===== config.mk =====
export PLATFORM = sky130hd
export DESIGN_NAME = end_game_sequencer
export DESIGN_NICKNAME = d
export VERILOG_FILES = /design/src/rtl/game_pkg.sv /design/src/rtl/end_game_sequencer_blink.sv /design/src/rtl/end_game_sequencer.sv
export SDC_FILE = /design/constraint.sdc
export NUM_CORES = 1
export LEC_CHECK = 0
export BUFFER_PORTS_ARGS = -buffer_cell sky130_fd_sc_hd__clkbuf_2
export CAP_MARGIN = 20
export CORE_AREA = 2 2 39 41
export CTS_CLUSTER_DIAMETER = 100
export CTS_CLUSTER_SIZE = 30
export DETAILED_ROUTE_END_ITERATION = 6
export DIE_AREA = 0 0 41 43
export GPL_TIMING_DRIVEN = 0
export PLACE_DENSITY_LB_ADDON = 0.2
export SYNTH_ARGS = -nofsm -noshare
export SYNTH_HDL_FRONTEND = slang
export SYNTH_SLANG_ARGS = --single-unit
export TNS_END_PERCENT = 20

===== constraint.sdc =====
create_clock -name clk -period 1.9 [get_ports clk]
set_clock_uncertainty 0.1 [all_clocks]
set_input_delay 0.38 -clock clk [delete_from_list [all_inputs] [get_ports clk]]
set_output_delay 0.38 -clock clk [all_outputs]
set_load 0.02 [all_outputs]

===== src/rtl/game_pkg.sv =====
// Shared screen codes and end-of-game sequencer state encoding.
package game_pkg;

    localparam logic [1:0] SCREEN_TITLE = 2'b00;
    localparam logic [1:0] SCREEN_PLAY  = 2'b01;
    localparam logic [1:0] SCREEN_END   = 2'b10;

    typedef enum logic [1:0] {
        ST_IDLE      = 2'b00,
        ST_RUN       = 2'b01,
        ST_FIRE      = 2'b10,
        ST_WAIT_EXIT = 2'b11
    } end_seq_state_t;

endpackage


===== src/rtl/end_game_sequencer_blink.sv =====
// Free-running modulo-COUNT ticker with synchronous clear; wrap marks the last count.
module blink_ticker #(
    parameter int COUNT = 1
) (
    input  logic clk,
    input  logic reset,
    input  logic clear,
    output logic wrap
);
    localparam int W = $clog2(COUNT + 1);
    localparam logic [W-1:0] LAST = W'(COUNT - 1);

    logic [W-1:0] cnt_r;

    assign wrap = (cnt_r == LAST);

    // Modulo counter, held at zero while cleared
    always_ff @(posedge clk) begin
        if (reset) begin
            cnt_r <= {W{1'b0}};
        end else if (clear || wrap) begin
            cnt_r <= {W{1'b0}};
        end else begin
            cnt_r <= cnt_r + W'(1);
        end
    end

endmodule


===== src/rtl/end_game_sequencer.sv =====
// End-screen sequencer: auto-restart timeout, button skip after hold-off,
// winner blink phase and a single reset-all pulse per end-screen visit.
module end_game_sequencer
    import game_pkg::*;
#(
    parameter int                  SCREEN_W               = 2,
    parameter logic [SCREEN_W-1:0] END_SCREEN             = SCREEN_W'(SCREEN_END),
    parameter int                  END_TIMER_CLK_COUNT    = 1,
    parameter int                  SKIP_HOLDOFF_CLK_COUNT = 0,
    parameter int                  BLINK_CLK_COUNT        = 1
) (
    input  logic                clk,
    input  logic                reset,
    input  logic [SCREEN_W-1:0] current_screen,
    input  logic                any_button,
    output logic                trigger_reset_all,
    output logic                end_active,
    output logic                blink_on
);
    localparam int CNT_W = $clog2(END_TIMER_CLK_COUNT + 1);
    localparam logic [CNT_W-1:0] CNT_LAST = CNT_W'(END_TIMER_CLK_COUNT - 1);

    end_seq_state_t state_r;
    end_seq_state_t state_next_s;
    logic [CNT_W-1:0] cnt_r;
    logic button_q_r;
    logic on_end_s;
    logic holdoff_ok_s;
    logic timeout_s;
    logic skip_s;
    logic wrap_s;
    logic trigger_next_s;
    logic active_next_s;
    logic blink_next_s;

    blink_ticker #(
        .COUNT (BLINK_CLK_COUNT)
    ) u_blink (
        .clk   (clk),
        .reset (reset),
        .clear (state_r != ST_RUN),
        .wrap  (wrap_s)
    );

    // A zero hold-off makes every count eligible, so no comparator is built
    generate
        if (SKIP_HOLDOFF_CLK_COUNT == 0) begin : g_no_holdoff
            assign holdoff_ok_s = 1'b1;
        end else begin : g_holdoff
            localparam logic [CNT_W-1:0] CNT_SKIP = CNT_W'(SKIP_HOLDOFF_CLK_COUNT);
            assign holdoff_ok_s = (cnt_r >= CNT_SKIP);
        end
    endgenerate

    assign on_end_s  = (current_screen == END_SCREEN);
    assign timeout_s = (cnt_r == CNT_LAST);
    assign skip_s    = any_button & ~button_q_r & holdoff_ok_s;

    // Next state and next registered output values
    always_comb begin
        state_next_s = state_r;
        case (state_r)
            ST_IDLE: begin
                if (on_end_s) state_next_s = ST_RUN;
                else          state_next_s = ST_IDLE;
            end
            ST_RUN: begin
                // leaving the screen beats both timeout and skip
                if (!on_end_s)                state_next_s = ST_IDLE;
                else if (timeout_s || skip_s) state_next_s = ST_FIRE;
                else                          state_next_s = ST_RUN;
            end
            ST_FIRE: begin
                state_next_s = ST_WAIT_EXIT;
            end
            ST_WAIT_EXIT: begin
                if (!on_end_s) state_next_s = ST_IDLE;
                else           state_next_s = ST_WAIT_EXIT;
            end
            default: begin
                state_next_s = ST_IDLE;
            end
        endcase

        trigger_next_s = (state_next_s == ST_FIRE);
        active_next_s  = (state_next_s == ST_RUN) || (state_next_s == ST_FIRE);
        blink_next_s   = 1'b0;
        if (state_next_s == ST_RUN) begin
            if (state_r == ST_RUN) blink_next_s = blink_on ^ wrap_s;
            else                   blink_next_s = 1'b1;
        end else begin
            blink_next_s = 1'b0;
        end
    end

    // State, timeout counter, button history and output registers
    always_ff @(posedge clk) begin
        if (reset) begin
            state_r           <= ST_IDLE;
            cnt_r             <= {CNT_W{1'b0}};
            button_q_r        <= 1'b0;
            trigger_reset_all <= 1'b0;
            end_active        <= 1'b0;
            blink_on          <= 1'b0;
        end else begin
            state_r           <= state_next_s;
            button_q_r        <= any_button;
            trigger_reset_all <= trigger_next_s;
            end_active        <= active_next_s;
            blink_on          <= blink_next_s;
            if (state_r == ST_RUN) begin
                cnt_r <= cnt_r + CNT_W'(1);
            end else begin
                cnt_r <= {CNT_W{1'b0}};
            end
        end
    end

endmodule


Word-level counts from Yosys, hierarchy flattened:

Index checks and enable logic that the tools add are counted.

* flip-flop bits (word level): 8
* output and inout bits: 3

* equality and inequality tests: 7
* bitwise operators: 7
* reduce and logical (&&, ||, !) cells: 7
* mux-type cells: 6
* $add $sub $neg: 2

Operators by type and width (count)
* 2-bit == test, second input constant: 4
* 2-bit case mux with 4 select lines: 1
* 2-bit 2-to-1 mux: 3
* 2-bit OR reduction: 3
* 1-bit inverter: 5
* 2-bit by 1-bit == test with 1-bit output, second input constant: 2
* 1-bit logical OR: 3
* 1-bit adder, second input constant: 2
* 2-bit logical NOT: 1
* 1-bit 2-to-1 mux: 2
* 2-bit by 1-bit inequality test with 1-bit output, second input constant: 1
* 1-bit bitwise AND: 1
* 1-bit bitwise XOR: 1

Longest topological paths before layout:

Gate-level depths: netlist (run 1).

* depth after elaboration: 9
* gate-level depth with buffers: 5

Hierarchy:

A second synthesis (run 1) with hierarchy kept.

* cells, all modules: 32
* area total of the unflattened synthesis: 355.3 um^2

By module, submodules not included
* end_game_sequencer: area an instance 327.8 um^2, cells each 29, instances 1, seq. area each 140.1 um^2
* blink_ticker: area an instance 27.5 um^2, cells each 3, instances 1, seq. area each 20.0 um^2

Least setup slack after synthesis (run 1):

Ideal clock, no wire load.

* kind: input port to flip-flop
* start point: in current_screen[1]
* end point: reg end_active
* path buffers: 0
* arrival: 1.314 ns
* slack: 0.422 ns
* required time: 1.736 ns
* stages on the path: 5
* cells stage by stage: nor2b_2 nor2_1 or3_1 ha_1 nor2_1

* cells in the longest elaborated chain, start to end: 5
* elaborated cells between the ends (all ways): 8
* those cells by class: 3 x eq/ne; 4 x mux; 1 x reduce/logical

RTL lines
* from (decl): line end_game_sequencer.sv:14 `input logic [SCREEN_W-1:0] current_screen,`
* 2-bit == test *: line end_game_sequencer.sv:55 `assign on_end_s = (current_screen == END_SCREEN);`
* 2-bit 2-to-1 mux, or another cell as far along: line end_game_sequencer.sv:77 `if (!on_end_s) state_next_s = ST_IDLE;`
* 2-bit case mux with 4 select lines *: line end_game_sequencer.sv:62 `case (state_r)`
* 2-bit by 1-bit == test with 1-bit output or 2-bit == test (tied branches): line end_game_sequencer.sv:86 `active_next_s = (state_next_s == ST_RUN) || (state_next_s == ST_FIRE);`
* 1-bit logical OR *: line end_game_sequencer.sv:86
* to (signal assigned): line end_game_sequencer.sv:109 `end_active <= active_next_s;`
* to (decl): line end_game_sequencer.sv:17 `output logic end_active,`

Every way passes the cells marked *; elsewhere a longest branch is shown, timed or not.
A chain may end at the register's enable or synchronous reset.

Final worst setup path (run 1):

* start point: reg state_r[1]
* end point: reg end_active

* cells in the longest elaborated chain, start to end: 4
* elaborated cells between the ends (all ways): 8
* those cells by class: 5 x eq/ne; 1 x mux; 2 x reduce/logical

RTL lines
* from (decl): line end_game_sequencer.sv:23 `end_seq_state_t state_r;`
* from (signal assigned): line end_game_sequencer.sv:106 `state_r <= state_next_s;`
* 2-bit == test, or another cell as far along: line end_game_sequencer.sv:62
* 2-bit case mux with 4 select lines *: line end_game_sequencer.sv:62
* 2-bit by 1-bit == test with 1-bit output or 2-bit == test (tied branches): line end_game_sequencer.sv:86
* 1-bit logical OR *: line end_game_sequencer.sv:86

Marked as above.

==> impl_metrics.yaml, run 1 <==
pwr:
  p_leak_nw: 0.1743
  total_power_mw: 0.3776
  p_per_area_nw_per_um2: 937.2
  max-vdd-ir-drop_mv: 0.3571
global_routing:
  grt_pass1_vias: 213
  antenna_found_initial: 0
  grt_pass1_wl_um: 841
  grt_overflow: 0
  grt_max_degree: 8
  grt_use_total_pct: 7.731
cts:
  cts_tree: "done"
  cts_buffers: 3
  ctsHoldBuffers: 0
  post_cts_buffers: 0
  root_buffer: "clkbuf_4"
  cts_sinks: 8
  clockBufferDepth: 2
  path_clk_slew_ns: 0.06
  ctsResizeCount: 0
  insertion_delay_ns: 0.26
  htree_levels: 1
placed_design:
  dp_hpwl_um: 395.6
  place_ws_ns: 0.2847
  gp_congestion: 0.7530
  io_buffers: 7
  dpl.cell_count: 55
  placed_cell_area_um2: 380.4
die:
  start_util_pct: 23.51
  die_w_um: 41
  die_y_um: 43
  num_rows: 14
  core_area_um2: 1384
  die_area_um2: 1763
  ioPinCount: 8
run:
  max_cap_viol_count: 0
timing:
  finalHoldViolCount: 0
  setup_slack_ns: 0.4648
  rsz0062_at_grt: "false"
  period_needed_ns: 1.435
  period_share_pct: 75.54
  setup_tns_ns: 0
  final-setup-viol-count: 0
  drv_slew: 0
  fmax_ghz: 0.6968
status:
  outcome: "complete, no violations"
route:
  wirelength_um: 502
  firstDrtPassIters: 2
  routedWlPerCell_um: 8.655
  drc: 0
  drtIter0Drc: 6
  vias: 240
  ant_nets: 0
  avgViaCountPerCell: 4.138
critical_path:
  ff2ff_path_depth: 5
  reg2reg_slack_ns: 0.46
  start_kind: "flip-flop"
  crit_path_end_kind: "flip-flop"
  worstReg2RegEnd: "end_active$_SDFF_PP0_"
  crit_type: "reg -> reg"
  cp.arrival_ns: 1.53
  cp.required_ns: 2.00
  cp_max_fo: 3
  r2r_start: "state_r[1]$_SDFF_PP0_"
logic_synthesis:
  synth_area_leaders: "dfxtp_1 (49%), ha_1 (7.7%), nor2b_2 (5.4%)"
  synth_area_um2: 325.3
  ys_ff_latch: 8
  synth_edf_count: 0
  ys_types: 17
  synth_top_area_share_pct: 49.23
  synth.largest_area_cell: "dfxtp_1"
  synth-async-reset-ratio_pct: 0
  syn_nets: 39
  syn_inst: 32
  ys_warn_count: 0
  ys_seq_area_share_pct: 49.23
  syn_avg_cell_area_um2: 10.17
  synthFlopType: "dfxtp_1"
final_layout:
  nets: 51
  areaGrowthSynthToFinish_pct: 23.85
  multi_input_area_um2: 161.4
  fillerInstances: 149
  stdcell_count: 58
  layout_commonest_cell: "dfxtp_1"
  antenna_cells: 0
  design_area_um2: 402.9
  drive_gt1_share_pct: 30.95
  final_cell_mix: "dfxtp_1 (8), clkbuf_2 (7), nor2_1 (3), clkbuf_4 (3)"
  seq_area_um2: 160.2
hold_path:
  hold_path_end: "button_q_r$_SDFF_PP0_"
  min_path_cells: 2
  hold_class: "in -> reg"
  hp-start: "any_button"
[metrics by stage]
stage	utilization [%]	hold WS (ns)
2_1_floorplan	-	0.3202
3_3_place_gp	27.49	0.3416
3_5_place_dp	27.49	0.3418
4_1_cts	29.11	0.2752
5_1_grt	29.11	0.2786
6_report	29.11	0.2769
[registers in the layout, summed over array words and instances, names as in the netlist]
signal / flops
state_r: 2
button_q_r: 1
trigger_reset_all: 1
end_active: 1
u_blink.cnt_r: 1
blink_on: 1
cnt_r: 1
[area by class of cell]
cell class / count / area share, %
Multi-Input combinational cell: 23 / 40.06
Sequential cell: 8 / 39.75
Timing Repair Buffer: 7 / 8.696
Clock buffer: 3 / 5.590
Tap cell: 16 / 4.969
Inverter: 1 / 0.9317
[critical path, cell delays in order, from the launching register on]
cell and delay [ns]:
dfxtp_1 0.35, nand2b_1 0.15, a21oi_1 0.07, or3_1 0.32, ha_1 0.30, nor2_1 0.09
[cells in the mapped netlist, types with 2 or more instances]
library cell	count
a21oi_1	2
nor2_1	3
nand2b_1	2
ha_1	2
nor3_1	2
nor2b_2	2
dfxtp_1	8
nor2b_1	2
[how the worst max path moves through the flow]
stage               cells after the start                   from                    end  slack [ns]
finish                                  5  state_r[1]$_SDFF_PP0_  end_active$_SDFF_PP0_        0.46
global route                            5  state_r[1]$_SDFF_PP0_  end_active$_SDFF_PP0_        0.40
CTS                                     5  state_r[1]$_SDFF_PP0_  end_active$_SDFF_PP0_        0.46
detailed placement                      6      current_screen[1]  end_active$_SDFF_PP0_        0.28
global placement                        6      current_screen[1]  end_active$_SDFF_PP0_        0.29
floorplan                               5      current_screen[1]  end_active$_SDFF_PP0_        0.42
[cells by family (layout without fill, tap and decap cells)]
| kind of cell | count (synthesis) | count (layout) | synth area share [%] |
|---|---|---|---|
| AOI/OAI and AO/OA | 5 | 5 | 12.31 |
| xor gates and xnor gates | 1 | 1 | 2.693 |
| adders and majority gates | 2 | 2 | 7.691 |
| buffers and inverters | 1 | 11 | 1.153 |
| DFF | 8 | 8 | 49.23 |
| other | 1 | 1 | 1.153 |
| and+or+nand+nor | 14 | 14 | 25.77 |
[report_power, final]
group          internal (mW)  switching (mW)  total (mW)
registers              0.181         0.00580       0.187
logic                 0.0283          0.0325      0.0608
clock network         0.0723          0.0575       0.130
total                  0.282          0.0958       0.378
[routing by layer]
| metal | vias to the layer above | global-route usage [%] | part of all wire, % |
|---|---|---|---|
| met3 | 2 | 4.712 | 9.6 |
| met4 | 0 | 8.000 | 4.2 |
| met2 | 9 | 8.438 | 39 |
| met1 | 101 | 9.325 | 47 |
| li1 | 128 | - | - |
| met5 | - | 0 | 0 |
Note: power is estimated with default switching activity, not from simulation.
==> run 2: changes to the inputs <==
- clock period: 1.9 -> 1.3 ns (I/O delays scaled with it)
==> impl_metrics.yaml, run 2 (synthesis results as in run 1) <==
critical_path:
  cp.arrival_ns: 1.40
  worstReg2RegEnd: "end_active$_SDFF_PP0_"
  cp_max_fo: 3
  ff2ff_path_depth: 5
  reg2reg_slack_ns: -0.05
  cp.required_ns: 1.35
  start_kind: "flip-flop"
  r2r_start: "state_r[1]$_SDFF_PP0_"
  crit_type: "reg -> reg"
  crit_path_end_kind: "flip-flop"
global_routing:
  grt_max_degree: 8
  grt_overflow: 0
  grt_use_total_pct: 9.337
  antenna_found_initial: 0
  grt_pass1_wl_um: 938
  grt_pass1_vias: 245
die:
  start_util_pct: 23.51
  num_rows: 14
  ioPinCount: 8
  die_w_um: 41
  die_y_um: 43
  die_area_um2: 1763
  core_area_um2: 1384
final_layout:
  design_area_um2: 436.7
  antenna_cells: 0
  top_register: "state_r"
  layout_commonest_cell: "clkbuf_2"
  multi_input_area_um2: 192.7
  nets: 51
  final_cell_mix: "clkbuf_2 (7), dfxtp_1 (6), clkbuf_4 (3)"
  seq_area_um2: 162.7
  largest_reg_flops: 2
  areaGrowthSynthToFinish_pct: 34.23
  fillerInstances: 152
  drive_gt1_share_pct: 45.24
route:
  firstDrtPassIters: 2
  vias: 249
  wirelength_um: 571
  drc: 0
  routedWlPerCell_um: 9.845
  avgViaCountPerCell: 4.293
  drtIter0Drc: 4
  ant_nets: 0
cts:
  post_cts_buffers: 0
  path_clk_slew_ns: 0.05
  root_buffer: "clkbuf_4"
  htree_levels: 1
  clockBufferDepth: 2
  insertion_delay_ns: 0.25
  ctsHoldBuffers: 0
  cts_tree: "done"
  cts_sinks: 8
  cts_buffers: 3
placed_design:
  io_buffers: 7
  gp_congestion: 0.7805
  dp_hpwl_um: 437.3
  placed_cell_area_um2: 400.4
hold_path:
  hold_class: "in -> reg"
  hold_path_end: "state_r[1]$_SDFF_PP0_"
  min_path_cells: 2
  hp-start: "reset"
run:
  max_cap_viol_count: 0
pwr:
  max-vdd-ir-drop_mv: 0.4662
  p_per_area_nw_per_um2: 1300
  p_leak_nw: 0.1862
timing:
  period_needed_ns: 1.354
  drv_slew: 0
  setup_tns_ns: -0.1163
  period_share_pct: 104.1
  final-setup-viol-count: 3
  setup_slack_ns: -0.05370
  fmax_ghz: 0.7387
  holdWs_ns: 0.1754
  rsz0062_at_grt: "true"
  finalHoldViolCount: 0
status:
  outcome: "complete, but fails checks"
  violations: "setup timing"
-- run 2: changes by cell type in the layout (fill, tap and decap cells not counted) --
cell / delta
nand2b_1: -2
a21oi_2: +1
dfxtp_1: -2
nor2_1: -1
a21oi_1: -1
nor2b_4: +2
nor2b_2: -2
nor2_2: +1
dfxtp_2: +2
nand2b_4: +2
-- run 2: layout make-up --
type | instances | share of cell area [%]
Multi-Input combinational cell | 23 | 44.13
Sequential cell | 8 | 37.25
Timing Repair Buffer | 7 | 8.023
Clock buffer | 3 | 5.158
Tap cell | 16 | 4.585
Inverter | 1 | 0.8596
-- run 2: repair_timing --
action	CTS	global route
gates resized for setup	3	1
pin swaps	1	1
setup endpoints to repair	3	3
-- run 2: power breakdown --
part | total [mW] | internal, mW | switching (mW)
Clock | 0.189 | 0.106 | 0.0837
Sequential | 0.277 | 0.266 | 0.0106
Combinational | 0.102 | 0.0500 | 0.0519
Total | 0.568 | 0.422 | 0.146
-- run 2: worst max-delay path by stage --
stage	slack [ns]	startpoint	end	cells past startpoint
floorplan	-0.04	current_screen[1]	end_active$_SDFF_PP0_	5
global placement	-0.16	current_screen[0]	end_active$_SDFF_PP0_	6
detailed placement	-0.17	current_screen[0]	end_active$_SDFF_PP0_	6
CTS	-0.08	state_r[1]$_SDFF_PP0_	end_active$_SDFF_PP0_	5
global route	-0.12	state_r[1]$_SDFF_PP0_	end_active$_SDFF_PP0_	5
finish	-0.05	state_r[1]$_SDFF_PP0_	end_active$_SDFF_PP0_	5
-- run 2: through the flow --
stage	setup WS [ns]	instances	util, %	total power [mW]
2_1_floorplan	-0.03678	32	-	0.3505
3_3_place_gp	-0.1610	55	28.93	0.3778
3_5_place_dp	-0.1718	55	28.93	0.3798
4_1_cts	-0.08137	58	31.28	0.5837
5_1_grt	-0.1242	58	31.56	0.6183
6_report	-0.05370	58	31.56	0.5679
-- run 2: worst max-delay path: stages, from the launching register on --
cell	delay, ns
dfxtp_2	0.34
nand2b_4	0.13
a21oi_2	0.04
or3_1	0.31
ha_1	0.28
nor2_1	0.03
-- run 2: layer usage --
metal  GRT usage [%]  part of all wire, %  up-vias
met5               0                    0        -
met4           10.00                  5.1        0
met3           9.424                   12        4
met2           12.19                   45        8
met1           6.752                   38      108
li1                -                    -      129
==> run 3: changes to the inputs <==
- CELL_PAD_IN_SITES_DETAIL_PLACEMENT: unset -> 1
- CELL_PAD_IN_SITES_GLOBAL_PLACEMENT: unset -> 1
==> impl_metrics.yaml, run 3 (synthesis results as in run 1) <==
timing:
  period_needed_ns: 1.364
  period_share_pct: 104.9
  drv_slew: 0
  finalHoldViolCount: 0
  fmax_ghz: 0.7332
  final-setup-viol-count: 3
  setup_slack_ns: -0.06390
  rsz0062_at_grt: "true"
die:
  ioPinCount: 8
  start_util_pct: 23.51
  core_area_um2: 1384
  num_rows: 14
  die_area_um2: 1763
  die_w_um: 41
  die_y_um: 43
final_layout:
  layout_commonest_cell: "clkbuf_2"
  areaGrowthSynthToFinish_pct: 48.46
  utilization_pct: 34.90
  largest_reg_flops: 2
  top_register: "state_r"
  drive_gt1_share_pct: 60.00
  final_cell_mix: "clkbuf_2 (7), dfxtp_1 (6), clkbuf_4 (3), buf_4 (3)"
  antenna_cells: 0
  nets: 54
critical_path:
  crit_type: "reg -> reg"
  reg2reg_slack_ns: -0.06
  cp.required_ns: 1.34
  worstReg2RegEnd: "end_active$_SDFF_PP0_"
  r2r_start: "state_r[1]$_SDFF_PP0_"
  ff2ff_path_depth: 5
  crit_path_end_kind: "flip-flop"
  start_kind: "flip-flop"
  cp.arrival_ns: 1.41
  cp_max_fo: 3
placed_design:
  place_ws_ns: -0.2121
  gp_congestion: 0.7395
  dp_hpwl_um: 478.8
  io_buffers: 7
pwr:
  p_per_area_nw_per_um2: 1235
  clockPowerShare_pct: 31.4
  switching_share_pct: 26.23
  share_comb_of_total_power_pct: 22.1
  p_int_mw: 0.4400
  max-vdd-ir-drop_mv: 0.4154
  total_power_mw: 0.5965
  pwr-share-seq_pct: 46.5
  p_leak_nw: 0.2007
  p_switching_mw: 0.1565
cts:
  root_buffer: "clkbuf_4"
  cts_buffers: 3
  htree_levels: 1
  path_clk_slew_ns: 0.05
  insertion_delay_ns: 0.26
  cts_sinks: 8
  ctsHoldBuffers: 0
  clockBufferDepth: 2
  cts_tree: "done"
route:
  ant_nets: 0
  drtIter0Drc: 1
  firstDrtPassIters: 2
  vias: 273
  wirelength_um: 680
  routedWlPerCell_um: 11.15
  avgViaCountPerCell: 4.475
  drc: 0
run:
  max_cap_viol_count: 0
global_routing:
  antenna_found_initial: 0
  grt_use_total_pct: 11.08
  grt_max_degree: 8
  grt_pass1_wl_um: 1145
  grt_pass1_vias: 284
  grt_overflow: 0
hold_path:
  hold_class: "in -> reg"
  min_path_cells: 2
  hp-start: "reset"
  hold_path_end: "state_r[1]$_SDFF_PP0_"
status:
  violations: "setup timing"
  outcome: "complete, but fails checks"
-- run 3: changes by cell type in the layout (fill, tap and decap cells not counted), sizes merged --
cell | before | now
buf | 0 | 3
-- run 3: repair_timing --
action,CTS,global route
setup endpoints to repair,3,3
setup buffers,2,1
gates resized for setup,4,5
pin swaps,4,0
cloned,0,0
-- run 3: worst max-delay path by stage --
stage                     startpoint               endpoint  slack, ns  depth (start not counted)
6_report       state_r[1]$_SDFF_PP0_  end_active$_SDFF_PP0_      -0.06                          5
5_1_grt        state_r[1]$_SDFF_PP0_  end_active$_SDFF_PP0_      -0.10                          5
4_1_cts        state_r[0]$_SDFF_PP0_  end_active$_SDFF_PP0_      -0.08                          4
3_5_place_dp       current_screen[0]  end_active$_SDFF_PP0_      -0.21                          6
3_3_place_gp       current_screen[0]  end_active$_SDFF_PP0_      -0.17                          6
2_1_floorplan      current_screen[1]  end_active$_SDFF_PP0_      -0.04                          5
-- run 3: layer usage --
layer / track usage, % / part of all wire [%]
met5: 0 / 0
met4: 12.00 / 5.3
met3: 6.283 / 8.4
met2: 15.94 / 52
met1: 9.416 / 34
-- run 3: worst max-delay path: stages (launching register included) --
cell	delay [ns]
dfxtp_2	0.34
nand2b_4	0.13
a21oi_2	0.05
or3_4	0.34
ha_4	0.27
nor2_2	0.03
-- run 3: cell type report --
class,count,area (um2)
fill,170,900.9
multi-input combinational,23,216.5
sequential,8,162.7
timing repair buffer,10,57.56
clock buffer,3,22.52
tap,16,20.02
inverter,1,3.754
-- run 3: stage by stage --
step / cell area, um2 / hold slack [ns] / instances / TNS, ns
final: 483.0 / 0.1659 / 61 / -0.1050
after global routing: 483.0 / 0.1743 / 61 / -0.2442
after CTS: 451.7 / 0.1568 / 60 / -0.1186
after detailed placement: 400.4 / 0.3477 / 55 / -0.4366
after global placement: 400.4 / 0.3345 / 55 / -0.3810
after floorplan: 345.3 / 0.2246 / 32 / -0.05555
-- run 3: power by group through the flow --
| stage | clock network (mW) | logic [mW] | registers (mW) |
|---|---|---|---|
| floorplan | 0 | 0.0593 | 0.291 |
| global placement | 0 | 0.0997 | 0.280 |
| detailed placement | 0 | 0.101 | 0.281 |
| CTS | 0.199 | 0.111 | 0.277 |
| global route | 0.213 | 0.149 | 0.279 |
| finish | 0.187 | 0.132 | 0.277 |
